File: src/rtl/stream_demux_pkg.sv
// Shared helpers for the registered N-way stream demultiplexer.
package stream_demux_pkg;

  // Select width for an N-way demux; never below one bit so N=1 corner stays legal.
  function automatic int unsigned sel_width(input int unsigned n);
    return (n > 1) ? $clog2(n) : 1;
  endfunction

  // Saturation value of a cw-bit up-counter.
  function automatic logic [31:0] cnt_max(input int unsigned cw);
    return (cw >= 32) ? 32'hFFFF_FFFF : ((32'd1 << cw) - 32'd1);
  endfunction

endpackage

File: src/rtl/demux_chan_reg.sv
// Single-entry output register for one demux channel with same-cycle drain and refill.
module demux_chan_reg #(
  parameter int unsigned W = 8
) (
  input  logic         clk,
  input  logic         rst_n,
  input  logic         load,
  input  logic [W-1:0] load_data,
  input  logic         ready,
  output logic         valid,
  output logic [W-1:0] data,
  output logic         free
);

  logic         valid_q, valid_d;
  logic [W-1:0] data_q, data_d;

  // Empty, or the held word leaves this cycle.
  assign free = !valid_q | ready;

  always_comb begin
    valid_d = valid_q & !ready;
    data_d  = data_q;
    if (load) begin
      valid_d = 1'b1;
      data_d  = load_data;
    end
  end

  always_ff @(posedge clk or negedge rst_n) begin
    if (!rst_n) begin
      valid_q <= 1'b0;
      data_q  <= '0;
    end else begin
      valid_q <= valid_d;
      data_q  <= data_d;
    end
  end

  assign valid = valid_q;
  assign data  = data_q;

endmodule

File: src/rtl/stream_demux_n.sv
// Registered 1-to-N stream demultiplexer with broadcast and out-of-range drop accounting.
module stream_demux_n
  import stream_demux_pkg::*;
#(
  parameter int unsigned N  = 4,
  parameter int unsigned W  = 8,
  parameter int unsigned CW = 8,
  localparam int unsigned SW = sel_width(N)
) (
  input  logic           clk,
  input  logic           rst_n,
  input  logic           in_valid,
  output logic           in_ready,
  input  logic [W-1:0]   in_data,
  input  logic [SW-1:0]  in_sel,
  input  logic           in_bcast,
  output logic [N-1:0]   out_valid,
  input  logic [N-1:0]   out_ready,
  output logic [N*W-1:0] out_data,
  output logic           drop_err,
  output logic [CW-1:0]  drop_cnt
);

  localparam logic [CW-1:0] CntMax = CW'(cnt_max(CW));

  logic [N-1:0]  free;
  logic [N-1:0]  load;
  logic          sel_in_range;
  logic          xfer;
  logic          drop;
  logic          drop_err_q;
  logic [CW-1:0] drop_cnt_q, drop_cnt_d;

  assign sel_in_range = (32'(in_sel) < N);

  // Out-of-range words are always accepted so the producer never stalls on them.
  always_comb begin
    in_ready = 1'b1;
    if (in_bcast) begin
      in_ready = &free;
    end else if (sel_in_range) begin
      in_ready = free[in_sel];
    end
  end

  assign xfer = in_valid & in_ready;
  assign drop = xfer & !in_bcast & !sel_in_range;

  for (genvar i = 0; i < N; i++) begin : g_chan
    assign load[i] = xfer & (in_bcast | (sel_in_range & (in_sel == SW'(i))));

    demux_chan_reg #(
      .W (W)
    ) u_chan (
      .clk       (clk),
      .rst_n     (rst_n),
      .load      (load[i]),
      .load_data (in_data),
      .ready     (out_ready[i]),
      .valid     (out_valid[i]),
      .data      (out_data[i*W +: W]),
      .free      (free[i])
    );
  end

  always_comb begin
    drop_cnt_d = drop_cnt_q;
    if (drop && (drop_cnt_q != CntMax)) begin
      drop_cnt_d = drop_cnt_q + CW'(1);
    end
  end

  always_ff @(posedge clk or negedge rst_n) begin
    if (!rst_n) begin
      drop_err_q <= 1'b0;
      drop_cnt_q <= '0;
    end else begin
      drop_err_q <= drop;
      drop_cnt_q <= drop_cnt_d;
    end
  end

  assign drop_err = drop_err_q;
  assign drop_cnt = drop_cnt_q;

endmodule

File: config.mk
export PLATFORM = sky130hd
export DESIGN_NAME = stream_demux_n
export DESIGN_NICKNAME = d
export VERILOG_FILES = /design/src/rtl/stream_demux_pkg.sv /design/src/rtl/demux_chan_reg.sv /design/src/rtl/stream_demux_n.sv
export SDC_FILE = /design/constraint.sdc
export NUM_CORES = 1
export LEC_CHECK = 0
export CORE_MARGIN = 2
export CORE_UTILIZATION = 43
export CTS_BUF_LIST = sky130_fd_sc_hd__clkbuf_16
export DETAILED_ROUTE_END_ITERATION = 16
export GPL_TIMING_DRIVEN = 1
export HOLD_SLACK_MARGIN = 0.03
export PLACE_DENSITY = 0.88
export SLEW_MARGIN = 15
export SYNTH_ARGS = -nofsm -noshare
export SYNTH_HDL_FRONTEND = slang
export SYNTH_SLANG_ARGS = --single-unit
File: constraint.sdc
create_clock -name clk -period 2.1 [get_ports clk]
set_input_delay 0.21 -clock clk [delete_from_list [all_inputs] [get_ports clk]]
set_output_delay 0.21 -clock clk [all_outputs]
set_load 0.05 [all_outputs]
==> results.yml, run 1 <==
layout:
  utilization_pct: 68.1
  layout_common_cells: "clkdlybuf4s50_1, dfrtp_1, mux2_2"
  drive_above_1_share_pct: 32.0
  design_area_um2: 2490
  area_growth_pct: 51.4
  n_antenna_cell: 0
  nets: 192
  instances_no_fill: 223
  layout_commonest_cell: "clkdlybuf4s50_1"
critical_path:
  arrival_ns: 2.15
  rr_worst_depth: 5
  reg2reg_from: "g_chan[1].u_chan.valid"
  worstSetupEndpointType: "flop"
  cp-start-kind: "primary input"
  worstPathRequired_ns: 2.26
  critPathCapture: "g_chan[2].u_chan.data[3]"
  rrSetupSlack_ns: 0.14
  startpoint: "in_sel[1]"
  cp_max_fo: 9
  critical_path_class: "primary input to flop"
  r2r_end: "g_chan[2].u_chan.data[3]"
floorplanning:
  row_count: 22
  initial_core_util_pct: 45.0
  die-area_um2: 4340
  die_w_um: 65.9
  fp.coreArea_um2: 3660
  ios: 64
  fp.dieH_um: 65.9
power:
  peakVddDrop_uv: 1300
  power_leakage_uw: 0.00107
  pwr-share-clk_pct: 26.9
  switchingPower_uw: 1650
  power_frac_seq_pct: 26.5
  power.density_nw_per_um2: 1630
  switching_share_pct: 40.6
  p_int_uw: 2410
  p_comb_share_pct: 46.6
clock_tree:
  cts-root-buf: "clkbuf_16"
  clockBufferDepth: 2
  cts.sinks: 36
  cts_htree_levels: 2
  clk_latency_ns: 0.28
  postCtsHoldBufs: 0
  numCtsBuffers: 5
  cts_tree: "yes"
  clkTransAtPathRegs_ns: 0.06
route:
  antenna_left: 0
  vias: 1103
  routed_wl_um: 4000
  drc: 0
  avgViaCountPerCell: 4.95
  wl_per_cell_um: 17.9
  dr.first_iter.drc_count: 27
  dr.pass1.iters: 2
min_path:
  hold_path.class: "primary input to async pin"
grt:
  antenna_found_initial: 0
  use_met2_pct: 34.6
  grt_use_met1_pct: 24.3
  grtUsageTotal_pct: 20.2
  grt_max_degree: 37
  grt_use_met3_pct: 5.11
  grt_pass1_vias: 1214
  grt_pass1_wl_um: 6380
  gr-total-overflow: 0
  busiest_layer: "met2"
timing:
  drv_slew: 0
  worst_slack_ns: 0.111
  rsz0062_at_grt: "no"
  finalSetupTns_ns: 0
  clock-skew-final_ns: 0.00842
  relSlewSlack_pct: 59.6
  setup_viol: 0
  fin_crit_sh_pct: 94.7
  worstMarginPinSlew_ns: 0.606
  hold_viol: 0
  fin_crit_ns: 1.99
  fmax_mhz: 503
synthesis:
  synthCells: 110
  yosys_register_bits: 36
  netlist_area_um2: 1650
  yosys_warnings: 0
  synth.distinct_cells: 20
  ys_seq_area_share_pct: 54.7
  avgSynthCellArea_um2: 15.0
placement:
  place.gp.congestion: 0.765
  dp_worst_setup_slack_ns: -0.272
  io_buffers: 54
  dpl.hpwl_um: 2730
  dp_cells: 214
  place_area_um2: 2250
outcome:
  status: "finished clean"
run:
  max_cap_viol_count: 0
how the worst min path moves through the flow:
stage	startpoint	endpoint	slack (ns)	cells past startpoint
after floorplan	rst_n	g_chan[0].u_chan.data[0]	-0.09	0
after global placement	g_chan[1].u_chan.data[3]	g_chan[1].u_chan.data[3]	0.47	1
after detailed placement	g_chan[1].u_chan.data[3]	g_chan[1].u_chan.data[3]	0.48	1
after CTS	rst_n	g_chan[1].u_chan.data[2]	0.37	2
after global routing	rst_n	g_chan[0].u_chan.valid	0.40	2
final	rst_n	g_chan[1].u_chan.data[2]	0.35	2
flip-flops by register name (all words and copies together), names as in the netlist:
name / count
g_chan.u_chan.valid: 4
g_chan.u_chan.data: 32
cell type report:
| class | count | area, um^2 |
|---|---|---|
| Clock buffer | 5 | 125 |
| Clock inverter | 3 | 90.1 |
| Fill cell | 246 | 1170 |
| Inverter | 5 | 18.8 |
| Multi-Input combinational cell | 64 | 676 |
| Sequential cell | 36 | 901 |
| Tap cell | 48 | 60.1 |
| Timing Repair Buffer | 62 | 623 |
cell usage after synthesis:
cell type / n / share of area, %
dfrtp_1: 36 / 55
nand4bb_1: 1 / 0.68
o211ai_4: 1 / 1.3
o221ai_2: 1 / 0.91
a211oi_4: 1 / 1.2
buf_4: 13 / 5.9
a221oi_4: 3 / 4.8
mux2_1: 2 / 1.4
inv_1: 4 / 0.91
a21oi_1: 2 / 0.61
clkinv_1: 1 / 0.23
nand2b_1: 5 / 1.9
o21ba_2: 1 / 0.61
or2b_1: 1 / 0.46
conb_1: 1 / 0.23
mux2_2: 30 / 21
a21o_1: 4 / 1.8
nand2_1: 1 / 0.23
nand4_4: 1 / 1.3
nor3_1: 1 / 0.30
kinds of logic after synthesis:
group           synth area share [%]
compound gates                  11.2
buf+inv                         7.07
flops                           54.7
mux                             21.9
other cells                    0.228
simple gates                    4.86
power by group through the flow:
stage | combinational [uW] | sequential [uW] | clock (uW)
6_report | 1890 | 1080 | 1090
5_1_grt | 1960 | 1110 | 1140
4_1_cts | 1890 | 1080 | 1100
3_5_place_dp | 1880 | 1080 | 0
3_3_place_gp | 1840 | 1070 | 0
2_1_floorplan | 483 | 1830 | 0
layer usage:
layer	routed length, um	vias to the layer above
met2	2050	48
met4	61	0
met1	1640	544
li1	-	501
met5	0	-
met3	251	10
metrics by stage:
stage	total power (uW)	hold slack (ns)
final	4070	0.351
after global routing	4200	0.397
after CTS	4080	0.369
after detailed placement	2960	0.476
after global placement	2920	0.469
after floorplan	2320	-0.0856
worst max-delay path, cell delays in order:
cell,delay (ns)
clkdlybuf4s50_1,0.55
or2b_1,0.22
o211ai_4,0.17
a221oi_4,0.59
mux2_2,0.41
what timing repair did:
item                                   4_1_cts  5_1_grt
setup buffers                                0        1
resized for setup                            0        1
endpoints found under the hold margin        0        0
setup endpoints to repair                    0        9
(Power assumes the default switching activity.)
==> run 2: changes to the inputs <==
Settings changed: CTS_BUF_LIST sky130_fd_sc_hd__clkbuf_16 to unset.
==> run 2 against run 1 <==
  * Clock skew about the same
  * Critical endpoint unchanged
  * Core utilization down 1.7 points
  * Sequential power about the same
  * Largest power group unchanged
  * Combinational power about the same
  * Power down 6.4%
  * Highest routed layer unchanged
  * Sequential share of layout area up 0.91 points
  * First-iteration DRC count down 19%
==> results.yml, run 2 (synthesized netlist as in run 1, its figures left out) <==
run:
  max_cap_viol_count: 0
grt:
  grtUsageTotal_pct: 19.2
  gr-total-overflow: 0
  grt_max_degree: 37
  antenna_found_initial: 0
  grt_pass1_vias: 1247
  grt_pass1_wl_um: 6250
timing:
  worst_slack_ns: 0.0966
  worstMarginPinSlew_ns: 0.625
  rsz0062_at_grt: "no"
  fin_crit_ns: 2.00
  relSlewSlack_pct: 58.3
  fin_crit_sh_pct: 95.4
  hold_viol: 0
  setup_viol: 0
  clock-skew-final_ns: 0.00866
  drv_slew: 0
  fmax_mhz: 499
  hold_slack_ns: 0.362
route:
  antenna_left: 0
  dr.first_iter.drc_count: 22
  drc: 0
  wl_per_cell_um: 16.9
  dr.pass1.iters: 4
  avgViaCountPerCell: 4.94
  routed_wl_um: 3780
  vias: 1106
critical_path:
  cp_slowest_cell: "a221oi_4"
  worst_path_dominant_cell_family: "compound AO/OA/AOI/OAI gates"
  worstPathRequired_ns: 2.27
  cp-start-kind: "primary input"
  crit_chain: "clkdlybuf4s50_1 > nand2b_1 > nand4_4 > a221oi_4 > mux2_2"
  reg2reg_from: "g_chan[3].u_chan.valid"
  critical_path_class: "primary input to flop"
  arrival_ns: 2.17
  r2r_end: "g_chan[2].u_chan.data[3]"
  worstSetupEndpointType: "flop"
  path_buf_inv: 1
  rrSetupSlack_ns: 0.12
  rr_worst_depth: 4
  slowest_delay_ns: 0.62
  cp_max_fo: 9
  startpoint: "out_ready[3]"
placement:
  place.gp.congestion: 0.765
  dp_worst_setup_slack_ns: -0.272
  io_buffers: 54
  dp_cells: 214
  dpl.hpwl_um: 2730
layout:
  drive_above_1_share_pct: 32.4
  instances_no_fill: 224
  layout_commonest_cell: "clkdlybuf4s50_1"
  area_growth_pct: 47.7
  largest_reg_flops: 32
  fill_cells: 248
  nets: 193
  n_antenna_cell: 0
  layout_common_cells: "clkdlybuf4s50_1, dfrtp_1, mux2_2"
clock_tree:
  cts-root-buf: "clkbuf_8"
  cts_tree: "yes"
  cts_htree_levels: 2
  clk_latency_ns: 0.29
  clockBufferDepth: 2
  numCtsBuffers: 5
  postCtsHoldBufs: 0
  clkTransAtPathRegs_ns: 0.08
  cts.sinks: 36
floorplanning:
  die-area_um2: 4340
  row_count: 22
  initial_core_util_pct: 45.0
  ios: 64
  fp.coreArea_um2: 3660
  fp.dieH_um: 65.9
  die_w_um: 65.9
power:
  power.density_nw_per_um2: 1570
  power_leakage_uw: 0.00105
  peakVddDrop_uv: 1240
min_path:
  hold_path.class: "primary input to async pin"
outcome:
  status: "finished clean"
-- run 2: worst max path at each step --
stage,cells after the start,to
floorplan,3,in_ready
global placement,5,g_chan[1].u_chan.data[2]
detailed placement,5,g_chan[1].u_chan.data[2]
CTS,5,g_chan[1].u_chan.data[5]
global route,5,g_chan[2].u_chan.data[4]
finish,5,g_chan[2].u_chan.data[3]
-- run 2: layout make-up --
cell class / count / area (um^2) / share of cell area (%)
clock buffer: 5 / 68.8 / 2.83
tap: 48 / 60.1 / 2.47
timing repair buffer: 63 / 618 / 25.4
inverter: 5 / 18.8 / 0.772
sequential: 36 / 901 / 37.0
multi-input combinational: 64 / 676 / 27.8
clock inverter: 3 / 90.1 / 3.70
-- run 2: metrics by stage --
stage | area (um^2) | utilization (%) | total power [uW] | TNS [ns]
final | 2430 | 66.4 | 3810 | 0
after global routing | 2430 | 66.4 | 3950 | 0
after CTS | 2410 | 65.7 | 3820 | 0
after detailed placement | 2250 | 61.4 | 2960 | -5.59
after global placement | 2250 | 61.4 | 2920 | -3.63
after floorplan | 1680 | - | 2320 | 0
-- run 2: worst register-to-register path, delay by kind of cell (launching register included) --
kind / cells / cell delay [ns]
AND/OR/NAND/NOR: 2 / 0.44
multiplexers: 1 / 0.41
flip-flops: 1 / 0.40
AO/OA/AOI/OAI: 1 / 0.62
-- run 2: repair_timing --
action                     in CTS  in global routing
buffers inserted                0                  2
gates resized for setup         0                  1
setup endpoints to repair       0                  9
-- run 2: power by group --
part / switching [uW] / internal, uW / total [uW]
Sequential: 145 / 928 / 1070
Combinational: 1210 / 680 / 1890
Clock: 254 / 594 / 849
-- run 2: metal layers --
layer	vias to the layer above	GRT usage, %	share of wire [%]
met1	542	24.8	42
met2	57	31.8	50
met3	6	4.77	7.0
met4	0	5.99	1.4
li1	501	-	-
met5	-	0	0
